$ cat src/rtl/unidade_desvio.sv
// Branch-resolution controller: owns the condition-flags register, holds a
// branch until pending flag writes land, evaluates it and redirects/flushes.
module unidade_desvio #(
  parameter int unsigned ADDR_W       = 16,
  parameter int unsigned FLUSH_CYCLES = 2
) (
  input  logic              clk,
  input  logic              rst_n,
  input  logic              flags_we,
  input  logic [5:0]        flags_in,
  input  logic              flags_pend,
  input  logic              br_valid,
  input  logic [3:0]        br_cond,
  input  logic              br_control,
  input  logic [ADDR_W-1:0] br_target,
  output logic              br_ready,
  output logic              stall,
  output logic              pc_load,
  output logic [ADDR_W-1:0] pc_target,
  output logic              flush,
  output logic [5:0]        flags_q,
  output logic              cond_err
);

  localparam int unsigned FC_EFF = (FLUSH_CYCLES == 0) ? 1 : FLUSH_CYCLES;
  localparam int unsigned CNT_W  = $clog2(FC_EFF + 1);

  typedef enum logic [1:0] {
    S_IDLE,
    S_WAIT,
    S_EVAL,
    S_FLUSH
  } state_t;

  state_t           state, state_d;
  logic [CNT_W-1:0] cnt, cnt_d;
  logic [3:0]       cond_q;
  logic             control_q;
  logic [7:0]       flags_ext;
  logic             accept, cond_bad, flag_sel, taken;

  // br_ready is registered, so it stays low for the first edge after reset
  assign accept    = br_valid & br_ready;
  assign cond_bad  = (cond_q > 4'd5);
  assign flags_ext = {2'b00, flags_q};
  assign flag_sel  = flags_ext[cond_q[2:0]];
  assign taken     = ~cond_bad & (control_q ? flag_sel : ~flag_sel);

  always_comb begin
    state_d = state;
    cnt_d   = cnt;
    case (state)
      S_IDLE:
        if (accept) state_d = (flags_pend | flags_we) ? S_WAIT : S_EVAL;
      S_WAIT:
        if (!(flags_pend | flags_we)) state_d = S_EVAL;
      S_EVAL:
        if (taken) begin
          state_d = S_FLUSH;
          cnt_d   = CNT_W'(FC_EFF - 1);
        end else begin
          state_d = S_IDLE;
        end
      S_FLUSH:
        if (cnt == '0) state_d = S_IDLE;
        else           cnt_d   = cnt - CNT_W'(1);
      default:
        state_d = S_IDLE;
    endcase
  end

  // Outputs are registered from the next-state decode so none depend
  // combinationally on the inputs.
  always_ff @(posedge clk or negedge rst_n) begin
    if (!rst_n) begin
      state     <= S_IDLE;
      cnt       <= '0;
      flags_q   <= '0;
      cond_q    <= '0;
      control_q <= 1'b0;
      pc_target <= '0;
      br_ready  <= 1'b0;
      stall     <= 1'b0;
      flush     <= 1'b0;
      pc_load   <= 1'b0;
      cond_err  <= 1'b0;
    end else begin
      state    <= state_d;
      cnt      <= cnt_d;
      if (flags_we) flags_q <= flags_in;
      if (accept) begin
        cond_q    <= br_cond;
        control_q <= br_control;
        pc_target <= br_target;
      end
      br_ready <= (state_d == S_IDLE);
      stall    <= (state_d != S_IDLE);
      flush    <= (state_d == S_FLUSH);
      pc_load  <= (state == S_EVAL) & taken;
      cond_err <= (state == S_EVAL) & cond_bad;
    end
  end

endmodule

$ cat config.mk
export PLATFORM = sky130hd
export DESIGN_NAME = unidade_desvio
export DESIGN_NICKNAME = d
export VERILOG_FILES = /design/src/rtl/unidade_desvio.sv
export SDC_FILE = /design/constraint.sdc
export NUM_CORES = 1
export LEC_CHECK = 0
export CAP_MARGIN = 10
export CORE_ASPECT_RATIO = 1.4
export CORE_UTILIZATION = 45
export DETAILED_ROUTE_END_ITERATION = 10
export GPL_TIMING_DRIVEN = 0
export PLACE_DENSITY = 0.83
export SLEW_MARGIN = 20
export SYNTH_ARGS = -nofsm -noshare
export SYNTH_HDL_FRONTEND = slang
export SYNTH_SLANG_ARGS = --single-unit
$ cat constraint.sdc
create_clock -name clk -period 4.97 [get_ports clk]
set_input_delay 0.497 -clock clk [delete_from_list [all_inputs] [get_ports clk]]
set_output_delay 0.497 -clock clk [all_outputs]
set_load 0.01 [all_outputs]
# After elaboration in Yosys (flattened, before gate mapping)
# Cells that the tools add are included.
[word_totals]
ff_bits = 36
input_bits = 32
output_inout_bits = 27
elab_cells = 45
[classes]
n_addsub = 1
magnitude_cmp = 2
n_eq_ne = 6
mux = 12
n_bitwise = 7
reduce_logical = 6
[op_table]
columns = ["op", "n"]
rows = [
  ["$mux 2", 7],
  ["$pmux 2 s4", 1],
  ["$eq 2x2->1 const B", 3],
  ["$logic_not 2->1", 3],
  ["$and 1x1->1", 4],
  ["$gt 4x3->1 const B", 1],
  ["$lt 3x4->1 const B", 1],
  ["$ne 2x2->1 const B", 2],
  ["$pmux 2 s2", 1],
  ["$reduce_bool 2->1", 2],
  ["$bmux 1 s3", 1],
  ["$reduce_and 3->1", 1],
  ["$eq 2x1->1 const B", 1],
  ["$mux 1", 2],
  ["$not 1->1", 2],
  ["$sub 2x1->2 const B", 1],
  ["$or 1x1->1", 1],
]

# Depth between registers and ports, before layout
[logic_depth]
word_depth = 8
ltp_mapped = 6
ltp_nobuf = 5

# Least setup slack after synthesis
# No wires, ideal clock.
[synth_path]
path_kind = "flip-flop to flip-flop"
start = "register cond_q[0]"
end = "register state[0]"
setup_time_ns = 0.131
arrival_ns = 1.496
required_time_ns = 4.839
setup_slack_ns = 3.343
stages_incl_launch_ff = 7
path_buffers = 1
synth_period_minus_slack_ns = 1.627
cell_sequence = "dfrtp_1 -> mux2i_1 -> o22ai_2 -> nor3_1 -> and4bb_1 -> buf_6 -> or3_1"
[synth_via]
elab_chain_len = 7
word_cells_on_any_way = 9
cone_classes = "1 x order compare; 5 x mux; 3 x bitwise"
[synth_rtl]
columns = ["element", "line", "rtl"]
rows = [
  ["start, declared", "37", "logic [3:0] cond_q;"],
  ["start signal, assigned", "92", "cond_q <= br_cond;"],
  ["$bmux 1 s3", "46", "assign flag_sel = flags_ext[cond_q[2:0]];"],
  ["$mux 1 (implied by the code)", "46", ""],
  ["$not 1->1", "47", "assign taken = ~cond_bad & (control_q ? flag_sel : ~flag_sel);"],
  ["$mux 1", "47", ""],
  ["$and 1x1->1 (*)", "47", ""],
  ["$mux 2 (*)", "58", "if (taken) begin"],
  ["$pmux 2 s4 (*)", "52", "case (state)"],
  ["via state_d[0]", "35", "state_t state, state_d;"],
  ["end signal, assigned", "88", "state <= state_d;"],
  ["end, declared", "35", ""],
]
# The timed path passes the listed nets; every way through them passes the cells marked *. The select of a mux whose other input is x is not followed.
# A chain may end at the register's enable or synchronous reset.

# Worst setup path after layout
[layout_path]
start = "input br_valid"
end = "register pc_target[0]"
[layout_via]
elab_chain_len = 1
[layout_rtl]
columns = ["element", "line", "rtl"]
rows = [
  ["start, declared", "12", "input logic br_valid,"],
  ["$and 1x1->1", "43", "assign accept = br_valid & br_ready;"],
  ["end signal, assigned", "94", "pc_target <= br_target;"],
  ["end, declared", "19", "output logic [ADDR_W-1:0] pc_target,"],
]
# Every way passes these cells.

==> flow_metrics.tcl <==
set metrics [dict create \
    grt_max_degree 29 \
    ff2ff_setup_slack_ps 3230 \
    ys_seq_area_share_pct 62.4 \
    peakVddDrop_v 0.000348 \
    multiInputGateArea_um2 508 \
    synth.area.mux_share_pct 23.2 \
    drv_slew 0 \
    synth-adder-area-share_pct 0.867 \
    boundaryPins 59 \
    setup.worst_path.start "br_valid" \
    drc 0 \
    max_cap_viol_count 0 \
    synth_top_family_by_area "multiplexers" \
    setup-tns-final_ps 0 \
    crit_end "pc_target[0]" \
    fillCellCount 201 \
    r2r_start "cond_q[0]" \
    yosys_warnings 0 \
    cts_htree_levels 2 \
    synth_compound_area_share_pct 3.90 \
    dieArea_mm2 0.00344 \
    powerDensity_mw_per_mm2 550 \
    cts_resized 0 \
    fp.dieW_um 49.9 \
    grt_pass1_wl_um 4770 \
    grt_pass1_vias 1046 \
    syn_area_mm2 0.00144 \
    initialDrtViolationCount 7 \
    p_leak_nw 0.941 \
    regArea_um2 901 \
    fin_crit_ps 1740 \
    rr_worst_depth 6 \
    portBuffers 57 \
    avgSynthCellArea_um2 14.3 \
    vias 995 \
    tightest_slew_ps 546 \
    relSlewSlack_pct 63.6 \
    clkTransAtPathRegs_ps 70 \
    synthCells 101 \
    cts_setup_buffers 0 \
    overflow 0 \
    post_drt_wl_per_cell_um 14.2 \
    mostFrequentLayoutCells "56 x clkdlybuf4s50_1, 36 x dfrtp_1, 20 x mux2_2, 7 x mux2_1, 6 x clkbuf_8" \
    outcome "finished, final reports clean" \
    cts_tree "yes" \
    chipHeight_um 69.0 \
    cp-start-kind "primary input" \
    place_congestion 0.733 \
    cp.required_ps 5150 \
    initial_utilization_pct 48.7 \
    synth-seq-cells 36 \
    antenna_found_initial 0 \
    cp_max_fo 10 \
    grt_setup_unrepaired "no" \
    final_common_cell "clkdlybuf4s50_1" \
    core_mm2 0.00296 \
    drtAntennaViolNets 0 \
    insertedDiodeCount 0 \
    syn2layout_area_growth_pct 50.2 \
    setup_viol 0 \
    final_util_pct 73.1 \
    dp_cells 196 \
    drive_gt1_share_pct 19.8 \
    hold_viol 0 \
    hold_buffers 0 \
    crit_type "in -> reg" \
    row_count 23 \
    grt_util_all_layers_pct 19.8 \
    root_buffer "clkbuf_8" \
    arrival_ps 1920 \
    hpwl_um 2230 \
    wirelength_um 2900 \
    r2r-end "state[0]" \
    crit_path_end_kind "flop" \
    fin_skew_ps 5.49 \
    synthXorXnorAreaFrac_pct 0 \
    synth.distinct_cells 22 \
    vias_per_cell 4.88 \
    cts_buffers 5 \
    clk_path_buf_depth 2 \
    synth_fp_nets 134 \
    clock.fmax_ghz 0.573 \
    instances_no_fill 204 \
    yosys.area_share.simple_pct 7.29 \
    finalNetCount 199 \
    hp-class "in -> async" \
    clock-sinks 36 \
    period_share_pct 35.1 \
    clk_latency_ps 290 \
    drtPass1Iterations 4 \
]
## sequential cells by signal, indices dropped and copies added, names as in the netlist
register / cells
cond_err: 1
cond_q: 4
state: 2
cnt: 2
flush: 1
pc_target: 16
br_ready: 1
pc_load: 1
control_q: 1
stall: 1
flags_q: 6
## per-stage QoR
step           total power, mW  instance area [um^2]  hold slack (ps)  setup slack (ps)
3_3_place_gp             0.964                  2060              476              2680
6_report                  1.19                  2170             53.0              3230
4_1_cts                   1.21                  2170             51.1              3210
3_5_place_dp             0.990                  2070              368              2910
2_1_floorplan            0.736                  1440              201              3340
5_1_grt                   1.27                  2170             52.5              3130
## report_power, final
part	internal [mW]	switching [mW]	leakage [nW]
clock network	0.110	0.102	0.0510
logic	0.304	0.184	0.461
registers	0.418	0.0746	0.429
total	0.832	0.361	0.941
## layout make-up
type | count | area share, %
flip-flops and latches | 36 | 41.6
inverters | 3 | 0.520
clock inverters | 2 | 0.462
well taps | 37 | 2.14
multi-input cells | 58 | 23.4
clock buffers | 6 | 3.81
repair buffers | 58 | 27.0
plain buffers | 4 | 1.04
## worst min path at each step
stage	endpoint	slack, ps	cells after the start
floorplan	br_ready	200	0
detailed placement	flags_q[2]	370	1
global route	flags_q[2]	50	1
finish	flags_q[2]	50	1
global placement	pc_target[6]	480	1
CTS	flags_q[2]	50	1
## worst max-delay path, cell delays in order
cell	delay (ps)
clkdlybuf4s50_1	420
nand2_1	140
clkbuf_1	450
mux2_2	410
## Yosys cell counts (all sizes together)
| library cell | n | area share [%] |
|---|---|---|
| o21ai | 2 | 0.69 |
| clkbuf | 3 | 0.78 |
| ha | 1 | 0.87 |
| a211oi | 1 | 0.52 |
| and4bb | 1 | 0.87 |
| o22ai | 1 | 0.87 |
| nand2b | 3 | 1.3 |
| or2 | 1 | 0.43 |
| dfrtp | 36 | 62 |
| nor2 | 5 | 1.3 |
| mux2i | 3 | 2.1 |
| or3 | 2 | 0.87 |
| mux2 | 27 | 21 |
| o21a | 1 | 0.52 |
| inv | 3 | 0.78 |
| buf | 1 | 0.78 |
| nor3 | 4 | 1.7 |
| a211o | 1 | 0.61 |
| nand2 | 3 | 0.78 |
| a21oi | 2 | 0.69 |
## routing by layer
layer,part of all wire (%),GRT usage [%],vias to the layer above,wire (um)
met1,37,20.1,466,1060
met3,4.9,5.48,10,141
met4,3.6,14.6,0,104
met2,55,34.8,39,1590
li1,-,-,480,-
met5,0,0,-,0
## logic make-up (layout without fill, tap and decap cells)
logic type / after synthesis / after routing
AOI/OAI and AO/OA: 8 / 8
and+or+nand+nor: 19 / 19
DFF: 36 / 36
buffers and inverters: 7 / 73
muxes: 30 / 30
adders and majority gates: 1 / 1
Power figures use the tool's default switching activity.
